--- src/rtl/conv_data_responder_if.sv ---
// Bus between the conversion controller / loader / file-writer and conv_data_responder.
// Handshakes: a transfer happens on a rising clk edge where valid and ready are both high; valid must not wait on ready.
interface conv_data_if #(
  parameter int DATA_W = 32,
  parameter int CNT_W  = 32
);
  logic              load_valid;
  logic [DATA_W-1:0] load_data;
  logic              load_ready;
  logic              read_data;
  logic [DATA_W-1:0] data_out;
  logic              data_valid;
  logic [DATA_W-1:0] conv_in;
  logic              store;
  logic              en_c;
  logic [CNT_W-1:0]  cnt;
  logic              write_to_file;
  logic              out_valid;
  logic              out_ready;
  logic [DATA_W-1:0] out_data;
  logic              out_last;
  logic              ovf;
  logic              done;
`ifdef RESP_PARITY_EN
  logic              out_par;
`endif

  modport master (
    output load_valid, load_data, read_data, conv_in, store, en_c, write_to_file, out_ready,
    input  load_ready, data_out, data_valid, cnt, out_valid, out_data, out_last, ovf, done
`ifdef RESP_PARITY_EN
    , input out_par
`endif
  );

  modport slave (
    input  load_valid, load_data, read_data, conv_in, store, en_c, write_to_file, out_ready,
    output load_ready, data_out, data_valid, cnt, out_valid, out_data, out_last, ovf, done
`ifdef RESP_PARITY_EN
    , output out_par
`endif
  );
endinterface

--- src/rtl/conv_data_responder.sv ---
// Datapath responder for the conversion controller: input buffer, result buffer, item count, result drain stream.
// Optional RESP_PARITY_EN adds out_par (even parity of out_data, registered with it).
module conv_data_responder #(
  parameter int DATA_W = 32,
  parameter int DEPTH  = 25,
  parameter int CNT_W  = 32
) (
  input  logic       clk,
  input  logic       rst,
  conv_data_if.slave bus,
  output logic [1:0] dbgState
);
  localparam int IDX_W = (DEPTH > 1) ? $clog2(DEPTH) : 1;
  localparam int PTR_W = $clog2(DEPTH + 1);
  localparam logic [CNT_W-1:0] DEPTH_C = CNT_W'(DEPTH);
  localparam logic [PTR_W-1:0] DEPTH_P = PTR_W'(DEPTH);

  typedef enum logic [1:0] {LOAD = 2'd0, SERVE = 2'd1, DRAIN = 2'd2} state_t;
  state_t state, nextState;

  logic [DATA_W-1:0] inbuf  [DEPTH];
  logic [DATA_W-1:0] resbuf [DEPTH];

  logic [PTR_W-1:0]  wrPtr;
  logic [IDX_W-1:0]  drainPtr, drainNext, cntIdx, wrIdx;
  logic [CNT_W-1:0]  cntQ;
  logic [PTR_W-1:0]  drainLen;
  logic [DATA_W-1:0] drainWord;
  logic loadFire, inRange, cntZero, serveStrobe, resWrite;
  logic drainStart, outFire, drainEnd, outLoad, firstLast, nextLast;

  assign loadFire    = (state == LOAD) && bus.load_ready && bus.load_valid;
  assign inRange     = cntQ < DEPTH_C;
  assign cntZero     = (cntQ == '0);
  assign cntIdx      = cntQ[IDX_W-1:0];
  assign wrIdx       = wrPtr[IDX_W-1:0];
  // write_to_file wins over any strobe arriving in the same cycle
  assign serveStrobe = (state == SERVE) && !bus.write_to_file;
  assign resWrite    = serveStrobe && bus.store && inRange;
  assign drainStart  = (state == SERVE) && bus.write_to_file;
  assign outFire     = (state == DRAIN) && bus.out_valid && bus.out_ready;
  assign drainEnd    = outFire && bus.out_last;
  assign drainLen    = inRange ? cntQ[PTR_W-1:0] : DEPTH_P;
  assign drainNext   = drainPtr + IDX_W'(1);
  assign firstLast   = (drainLen == PTR_W'(1));
  assign nextLast    = ((PTR_W'(drainNext) + PTR_W'(1)) == drainLen);
  assign outLoad     = (drainStart && !cntZero) || (outFire && !bus.out_last);
  // The output register is loaded one address ahead, so the RAM read latency never shows on the stream
  assign drainWord   = drainStart ? resbuf[0] : resbuf[drainNext];
  assign bus.cnt     = cntQ;
  assign dbgState    = state;

  always_ff @(posedge clk or posedge rst) begin
    if (rst) state <= LOAD;
    else     state <= nextState;
  end

  always_comb begin
    nextState = state;
    case (state)
      LOAD:    if (loadFire && (wrPtr == DEPTH_P - PTR_W'(1))) nextState = SERVE;
      SERVE:   if (bus.write_to_file) nextState = cntZero ? LOAD : DRAIN;
      DRAIN:   if (drainEnd) nextState = LOAD;
      default: nextState = LOAD;
    endcase
  end

  always_ff @(posedge clk or posedge rst) begin
    if (rst) begin
      wrPtr          <= '0;
      drainPtr       <= '0;
      cntQ           <= '0;
      bus.load_ready <= 1'b0;
      bus.data_out   <= '0;
      bus.data_valid <= 1'b0;
      bus.out_valid  <= 1'b0;
      bus.out_data   <= '0;
      bus.out_last   <= 1'b0;
      bus.ovf        <= 1'b0;
      bus.done       <= 1'b0;
    end else begin
      bus.done       <= 1'b0;
      bus.load_ready <= (nextState == LOAD);
      if (loadFire) wrPtr <= wrPtr + PTR_W'(1);
      if ((state == LOAD) && (bus.read_data || bus.store)) bus.ovf <= 1'b1;

      if (serveStrobe) begin
        if (bus.read_data) begin
          if (inRange) begin
            bus.data_out   <= inbuf[cntIdx];
            bus.data_valid <= 1'b1;
          end else begin
            bus.ovf <= 1'b1;
          end
        end
        if (bus.store && !inRange) bus.ovf <= 1'b1;
        if (bus.en_c && (cntQ != '1)) cntQ <= cntQ + CNT_W'(1);
      end

      if (drainStart) begin
        bus.data_valid <= 1'b0;
        drainPtr       <= '0;
        if (cntZero) begin
          bus.done <= 1'b1;
          wrPtr    <= '0;
        end else begin
          bus.out_valid <= 1'b1;
          bus.out_last  <= firstLast;
        end
      end

      if (outLoad) bus.out_data <= drainWord;

      if (outFire) begin
        if (bus.out_last) begin
          bus.out_valid <= 1'b0;
          bus.out_last  <= 1'b0;
          bus.done      <= 1'b1;
          cntQ          <= '0;
          wrPtr         <= '0;
        end else begin
          drainPtr     <= drainNext;
          bus.out_last <= nextLast;
        end
      end
    end
  end

  // Buffers carry no reset; their contents are only meaningful after a fill / store
  always_ff @(posedge clk) begin
    if (loadFire) inbuf[wrIdx]  <= bus.load_data;
    if (resWrite) resbuf[cntIdx] <= bus.conv_in;
  end

`ifdef RESP_PARITY_EN
  always_ff @(posedge clk or posedge rst) begin
    if (rst)          bus.out_par <= 1'b0;
    else if (outLoad) bus.out_par <= ^drainWord;
  end
`endif
endmodule

--- src/flat_wrapper.sv ---
// flat-port wrapper written by rule: the top's interface ports become plain ports
module conv_data_responder_flat 
#(
  parameter int DATA_W = 32,
  parameter int DEPTH  = 25,
  parameter int CNT_W  = 32
)
  (clk, rst, dbgState, bus_load_valid, bus_load_data, bus_read_data, bus_conv_in, bus_store, bus_en_c, bus_write_to_file, bus_out_ready, bus_load_ready, bus_data_out, bus_data_valid, bus_cnt, bus_out_valid, bus_out_data, bus_out_last, bus_ovf, bus_done);
  conv_data_if #(.DATA_W(DATA_W), .CNT_W(CNT_W)) bus_i ();
  input  logic clk;
  input  logic rst;
  output logic [1:0] dbgState;
  input wire logic [$bits(bus_i.load_valid)-1:0] bus_load_valid;
  input wire logic [$bits(bus_i.load_data)-1:0] bus_load_data;
  input wire logic [$bits(bus_i.read_data)-1:0] bus_read_data;
  input wire logic [$bits(bus_i.conv_in)-1:0] bus_conv_in;
  input wire logic [$bits(bus_i.store)-1:0] bus_store;
  input wire logic [$bits(bus_i.en_c)-1:0] bus_en_c;
  input wire logic [$bits(bus_i.write_to_file)-1:0] bus_write_to_file;
  input wire logic [$bits(bus_i.out_ready)-1:0] bus_out_ready;
  output wire logic [$bits(bus_i.load_ready)-1:0] bus_load_ready;
  output wire logic [$bits(bus_i.data_out)-1:0] bus_data_out;
  output wire logic [$bits(bus_i.data_valid)-1:0] bus_data_valid;
  output wire logic [$bits(bus_i.cnt)-1:0] bus_cnt;
  output wire logic [$bits(bus_i.out_valid)-1:0] bus_out_valid;
  output wire logic [$bits(bus_i.out_data)-1:0] bus_out_data;
  output wire logic [$bits(bus_i.out_last)-1:0] bus_out_last;
  output wire logic [$bits(bus_i.ovf)-1:0] bus_ovf;
  output wire logic [$bits(bus_i.done)-1:0] bus_done;
  assign bus_i.load_valid = bus_load_valid;
  assign bus_i.load_data = bus_load_data;
  assign bus_i.read_data = bus_read_data;
  assign bus_i.conv_in = bus_conv_in;
  assign bus_i.store = bus_store;
  assign bus_i.en_c = bus_en_c;
  assign bus_i.write_to_file = bus_write_to_file;
  assign bus_i.out_ready = bus_out_ready;
  assign bus_load_ready = bus_i.load_ready;
  assign bus_data_out = bus_i.data_out;
  assign bus_data_valid = bus_i.data_valid;
  assign bus_cnt = bus_i.cnt;
  assign bus_out_valid = bus_i.out_valid;
  assign bus_out_data = bus_i.out_data;
  assign bus_out_last = bus_i.out_last;
  assign bus_ovf = bus_i.ovf;
  assign bus_done = bus_i.done;
  conv_data_responder #(.DATA_W(DATA_W), .DEPTH(DEPTH), .CNT_W(CNT_W)) u_core (.clk(clk), .rst(rst), .bus(bus_i), .dbgState(dbgState));
endmodule
--- config.mk ---
export PLATFORM = sky130hd
export DESIGN_NAME = conv_data_responder_flat
export DESIGN_NICKNAME = d
export VERILOG_FILES = /design/src/rtl/conv_data_responder_if.sv /design/src/rtl/conv_data_responder.sv /design/src/flat_wrapper.sv
export SDC_FILE = /design/constraint.sdc
export NUM_CORES = 2
export LEC_CHECK = 0
export CAP_MARGIN = 15
export CORE_MARGIN = 1
export CORE_UTILIZATION = 61
export DETAILED_ROUTE_END_ITERATION = 8
export PLACE_DENSITY = 0.87
export SYNTH_ARGS = -nofsm -noshare
export SYNTH_HDL_FRONTEND = slang
export SYNTH_SLANG_ARGS = --single-unit
--- constraint.sdc ---
create_clock -name clk -period 6.2 [get_ports clk]
set_input_delay 0.93 -clock clk [delete_from_list [all_inputs] [get_ports clk]]
set_output_delay 0.93 -clock clk [all_outputs]
set_load 0.02 [all_outputs]
# After elaboration in Yosys (flattened, before gate mapping)
# Memories as Yosys holds them, arrays and structs flattened. A register that Yosys moved wholly into a read port is not among the register bits.
# Cells that the tools add are included.
dict set report totals {
  mem_bits_rw 1600
  memories 2
  reg_bits 82
  inputBits 72
  out_inout_bits 104
  wordCells 100
}
# name depth width read_ports rd_clocked_by_memory_dff write_ports line
set mem_list {}
lappend mem_list {u_core.inbuf 25 32 1 1 1 conv_data_responder.sv:21} ;# logic [DATA_W-1:0] inbuf [DEPTH];
lappend mem_list {u_core.resbuf 25 32 2 0 1 conv_data_responder.sv:22} ;# logic [DATA_W-1:0] resbuf [DEPTH];
dict set report classes {
  n_reduce_logical 31
  n_addsub 4
  n_mux 44
  n_eq_ne 7
  n_lt_le_gt_ge 1
}
# cell n
set ops {}
lappend ops {{2-to-1 mux 32 bit} 5}
lappend ops {{2-to-1 mux 5 bit} 9}
lappend ops {{adder 32 x 1 -> 32 bit, second input constant} 1}
lappend ops {{zero test 32 bit} 1}
lappend ops {{< comparator 32 x 5 -> 1 bit, second input constant} 1}
lappend ops {{inequality test 32 bit, second input constant} 1}
lappend ops {{2-to-1 mux 1 bit} 25}
lappend ops {{adder 5 x 1 -> 5 bit, second input constant} 3}
lappend ops {{logical AND 1 bit} 15}
lappend ops {{2-to-1 mux 2 bit} 4}
lappend ops {{nonzero test 2 bit} 4}
lappend ops {{one-hot mux 2 bit (3 select lines)} 1}
lappend ops {{AND reduction 3 bit} 2}
lappend ops {{equality test 5 x 1 -> 1 bit, second input constant} 1}
lappend ops {{equality test 5 bit} 1}
lappend ops {{equality test 5 bit, second input constant} 1}
lappend ops {{zero test 1 bit} 4}
lappend ops {{zero test 2 bit} 2}
lappend ops {{equality test 2 x 1 -> 1 bit, second input constant} 1}
lappend ops {{equality test 2 bit, second input constant} 1}
lappend ops {{logical OR 1 bit} 2}
lappend ops {{inequality test 2 bit, second input constant} 1}
lappend ops {{AND reduction 2 bit} 1}

# Longest topological paths before layout
dict set report logic_depth {
  ltp_word 8
  depth_mapped 13
  ltp_nobuf 8
}

# Worst setup path after synthesis
# Ideal clock, no wire load.
dict set report synth_path {
  path_kind {reg2reg}
  from {reg u_core.cntQ[0] (netlist: u_core.bus.cnt[0])}
  to {mem u_core.resbuf[24][0] (enable)}
  t_required_ns 5.732
  n_path_buf 4
  setup_time_ns 0.468
  period_less_slack_ns 5.175
  setup_slack_ns 1.025
  arrival_ns 4.707
  stages_incl_launch_ff 12
  path_cell_list {dfrtp_1 -> clkbuf_1 -> buf_2 -> buf_2 -> inv_1 -> ha_1 -> inv_1 -> o21ai_0 -> and3_1 -> buf_4 -> nand4_1 -> nor3b_1}
}
dict set report synth_between {
  elab_chain_len 4
}
# item line
set synth_rtl {}
lappend synth_rtl {{start: declaration} conv_data_responder.sv:26} ;# logic [CNT_W-1:0] cntQ;
lappend synth_rtl {{start signal: assignment} conv_data_responder.sv:97} ;# if (bus.en_c && (cntQ != '1)) cntQ <= cntQ + CNT_W'(1);
lappend synth_rtl {{< comparator 32 x 5 -> 1 bit} conv_data_responder.sv:33} ;# assign inRange = cntQ < DEPTH_C;
lappend synth_rtl {{logical AND 1 bit} conv_data_responder.sv:39} ;# assign resWrite = serveStrobe && bus.store && inRange;
lappend synth_rtl {{2-to-1 mux 1 bit} conv_data_responder.sv:132} ;# if (resWrite) resbuf[cntIdx] <= bus.conv_in;
lappend synth_rtl {{2-to-1 mux 1 bit (implied by the code)} conv_data_responder.sv:132}
lappend synth_rtl {{end: declaration} conv_data_responder.sv:22}
# Several ways; a longest one is shown, not always the timed one.

# Worst setup path after layout
dict set report layout_path {
  from {reg u_core.cntQ[0] (netlist: u_core.bus.cnt[0])}
  to {out bus_cnt[0]}
}
# item line
set layout_lines {}
lappend layout_lines {{end: declaration} flat_wrapper.sv:24} ;# output wire logic [$bits(bus_i.cnt)-1:0] bus_cnt;
# No word-level cell between the ends.

==> flow_summary.json <==
{
  "via_count": 38500,
  "vias_per_cell": 7.41,
  "core_sq_um": 108000,
  "cts_tree": "built",
  "synth.area.top_cells": "edfxtp_1 72%, mux4_2 11%, dfrtp_1 4.3%",
  "grt_pass1_wl_um": 271000,
  "p_per_area_nw_per_um2": 359,
  "synth_warnings": 0,
  "die_w_um": 332,
  "clock-sinks": 1714,
  "ys_types": 67,
  "synth.largest_area_cell": "edfxtp_1",
  "use_met2": 0.569,
  "synth.ff_latch_count": 1714,
  "setup.worst_path.start_class": "flip-flop",
  "skew_ns": 0.0419,
  "critPathTopFamily": "buffers and inverters",
  "place_area_sq_um": 70000,
  "slew-limit-headroom": 0.111,
  "cap_violations": 0,
  "dp_hpwl_um": 97200,
  "outcome": "finished clean",
  "switching_power_mw": 6.85,
  "slew_viol_final": 0,
  "drt_first_pass_iters": 6,
  "grt_antenna_before_repair": 8,
  "die-height_um": 332,
  "final_nets": 3744,
  "cts_max_path_buffers": 3,
  "clk_pin_slew_ns": 0.06,
  "p_leak_nw": 24.3,
  "p_clk_frac": 0.378,
  "final_area_sq_um": 75500,
  "yosysSeqAreaShare": 0.767,
  "syn_inst": 3462,
  "regArea_sq_um": 50900,
  "syn-cell-area_sq_um": 66300,
  "layout-area-overhead-vs-synth_pct": 13.8,
  "die-area_sq_um": 110000,
  "crit_buf_inv": 3,
  "dp.cells": 4893,
  "worstMarginPinSlew_ns": 1.33,
  "setup_viol": 0,
  "wl_um": 190000,
  "hold_class": "flip-flop to flip-flop",
  "synth-edff-count": 1600,
  "grtUsageTotal": 0.345,
  "grtUsageMet1": 0.423,
  "place_congestion": 0.826,
  "cp.required_ns": 5.27,
  "root_buffer": "clkbuf_16",
  "fmax_mhz": 211,
  "numCtsBuffers": 161,
  "multiInputGateArea_sq_um": 15000,
  "grt_pass1_vias": 38600,
  "timing.final.crit_period_ns": 4.75,
  "ir_drop_uv": 327,
  "path_class": "flip-flop to output port",
  "cp_max_fo": 85,
  "slowest_delay_ns": 0.85,
  "initial_core_util": 0.617,
  "final_cell_count_no_fill": 5202,
  "tns_ns": 0,
  "grt_overflow_total": 0,
  "power_frac_seq": 0.491,
  "switching_share": 0.252,
  "yosysTopAreaCellShare": 0.724,
  "drtIter0Drc": 7265,
  "io_pins": 176,
  "portBuffers": 175,
  "slowest_stage": "buf_4",
  "crit_chain": "buf_12 -> buf_4 -> clkdlybuf4s50_1",
  "rsz0062_at_grt": "false",
  "power_frac_comb": 0.131,
  "route.detailed.drc": 0,
  "ys.flop_type": "edfxtp_1",
  "cp.arrival_ns": 3.82,
  "avgSynthCellArea_sq_um": 19.2,
  "grt_max_degree": 139,
  "fillers": 5751,
  "final_antenna_net_count": 0,
  "async_flop_share": 0.0665,
  "hold_viol": 0,
  "holdBufCountCts": 0,
  "drive_above_1_share": 0.192,
  "synth_nets": 3545,
  "wl_per_cell_um": 36.5,
  "busiest_layer": "met2",
  "post-route-period-util": 0.766,
  "cts_resized": 0,
  "htreeDepth": 4,
  "grt_use_met3": 0.0857,
  "synthTopCellsByCount": "1,600 x edfxtp_1, 377 x nand2_1, 336 x mux4_2, 114 x dfrtp_1, 114 x nor2_1",
  "rows": 120,
  "worst_skew_pair.late_latency_ns": 0.80,
  "p_int_mw": 20.3,
  "cts_setup_buffers": 0,
  "cp-end-kind": "output port",
  "synth.most_common_cell": "edfxtp_1"
}
## cells by family (layout without fill, tap and decap cells)
group,after synthesis,after routing,synth area share
AO/OA/AOI/OAI,399,399,0.0427
AND/OR/NAND/NOR,716,716,0.0476
XOR/XNOR,13,13,0.00211
multiplexers,394,394,0.124
adder cells (fa/ha/maj),11,11,0.00207
buffers and inverters,215,547,0.0140
other,0,5,0
flip-flops,1714,1714,0.767
## path summary, 6_finish.rpt
check / start / end / slack [ns] / depth (start not counted)
setup / recovery: u_core.bus.cnt[0] / bus_cnt[0] / 1.45 / 3
hold / removal: u_core.bus.data_out[22] / u_core.bus.data_out[22] / 0.50 / 1
setup reg to reg: u_core.bus.cnt[0] / u_core.resbuf[20][5] / 1.74 / 7
hold reg to reg: u_core.bus.data_out[22] / u_core.bus.data_out[22] / 0.50 / 1
max in group asynchronous: rst / u_core.bus.out_data[13] / 4.15 / 3
min in group asynchronous: rst / u_core.bus.cnt[19] / 0.70 / 2
## power by group through the flow
stage                     registers, mW  clock network (mW)  logic, mW
after global routing               13.3                10.6       3.68
after detailed placement           13.5                   0       3.33
final                              13.3                10.3       3.55
after floorplan                    13.4                   0       2.16
after CTS                          13.3                10.2       3.47
after global placement             13.5                   0       3.21
## area by class of cell
class                   instances  area share
diodes                          5    0.000166
multi-input cells            1533       0.198
well taps                    1403      0.0232
clock buffers                 216      0.0595
inverters                      12    0.000663
repair buffers                239      0.0319
flip-flops and latches       1714       0.674
clock inverters                80      0.0119
## worst reg2reg max path, cell delays in order (launching register included)
cell and delay [ns]:
dfrtp_4 0.66, inv_1 0.26, ha_1 0.27, inv_1 0.05, o21ai_0 0.25, and3_1 0.51, nand4_1 0.78, nor2_4 1.25
## through the flow
step           worst slack (ns)  hold WS (ns)  power (mW)  utilization
3_5_place_dp               1.51         0.478        16.9        0.651
6_report                   1.45         0.504        27.1        0.702
4_1_cts                    1.34         0.503        27.0        0.701
5_1_grt                    1.16         0.519        27.6        0.702
3_3_place_gp               1.68         0.469        16.7        0.650
2_1_floorplan              1.03         0.452        15.6            -
## layer usage
layer | wire, um | part of all wire | vias to the layer above
li1 | - | - | 14500
met1 | 59100 | 0.31 | 19300
met2 | 93500 | 0.49 | 3915
met3 | 24400 | 0.13 | 855
met4 | 12900 | 0.068 | 6
met5 | 37 | 0.00019 | -
## cell usage in the layout (no fill, tap or decap), types with 10 or more instances in the layout
master,Yosys,final
a211oi_1,21,21
a21oi_1,84,83
a221oi_1,17,17
a22o_1,23,23
a22oi_1,49,49
a31oi_1,23,23
a32oi_1,34,34
and2_1,17,17
buf_4,3,50
bufinv_16,0,17
clkbuf_1,110,34
clkbuf_16,0,165
clkbuf_8,0,17
clkdlybuf4s50_1,0,175
clkinv_1,0,23
clkinv_2,0,27
dfrtp_1,114,108
edfxtp_1,1600,1600
ha_1,11,10
inv_1,12,11
mux2i_1,45,45
mux4_2,336,336
nand2_1,377,377
nand3_1,108,108
nand4_1,15,15
nor2_1,114,70
nor2_4,0,43
nor3_2,1,10
o211a_1,21,21
o21ai_0,53,53
o221ai_1,31,31
or3_1,20,20
## sequential cells by signal (all words and copies together), names as in the netlist
name / cells
u_core.bus.out_data: 32
u_core.bus.done: 1
u_core.bus.ovf: 1
u_core.resbuf: 800
u_core.bus.out_valid: 1
u_core.wrIdx: 5
u_core.bus.out_last: 1
u_core.bus.data_valid: 1
u_core.inbuf: 800
u_core.bus.cnt: 32
u_core.drainPtr: 5
u_core.bus.data_out: 32
u_core.bus.load_ready: 1
u_core.dbgState: 2
(Power assumes the default switching activity.)
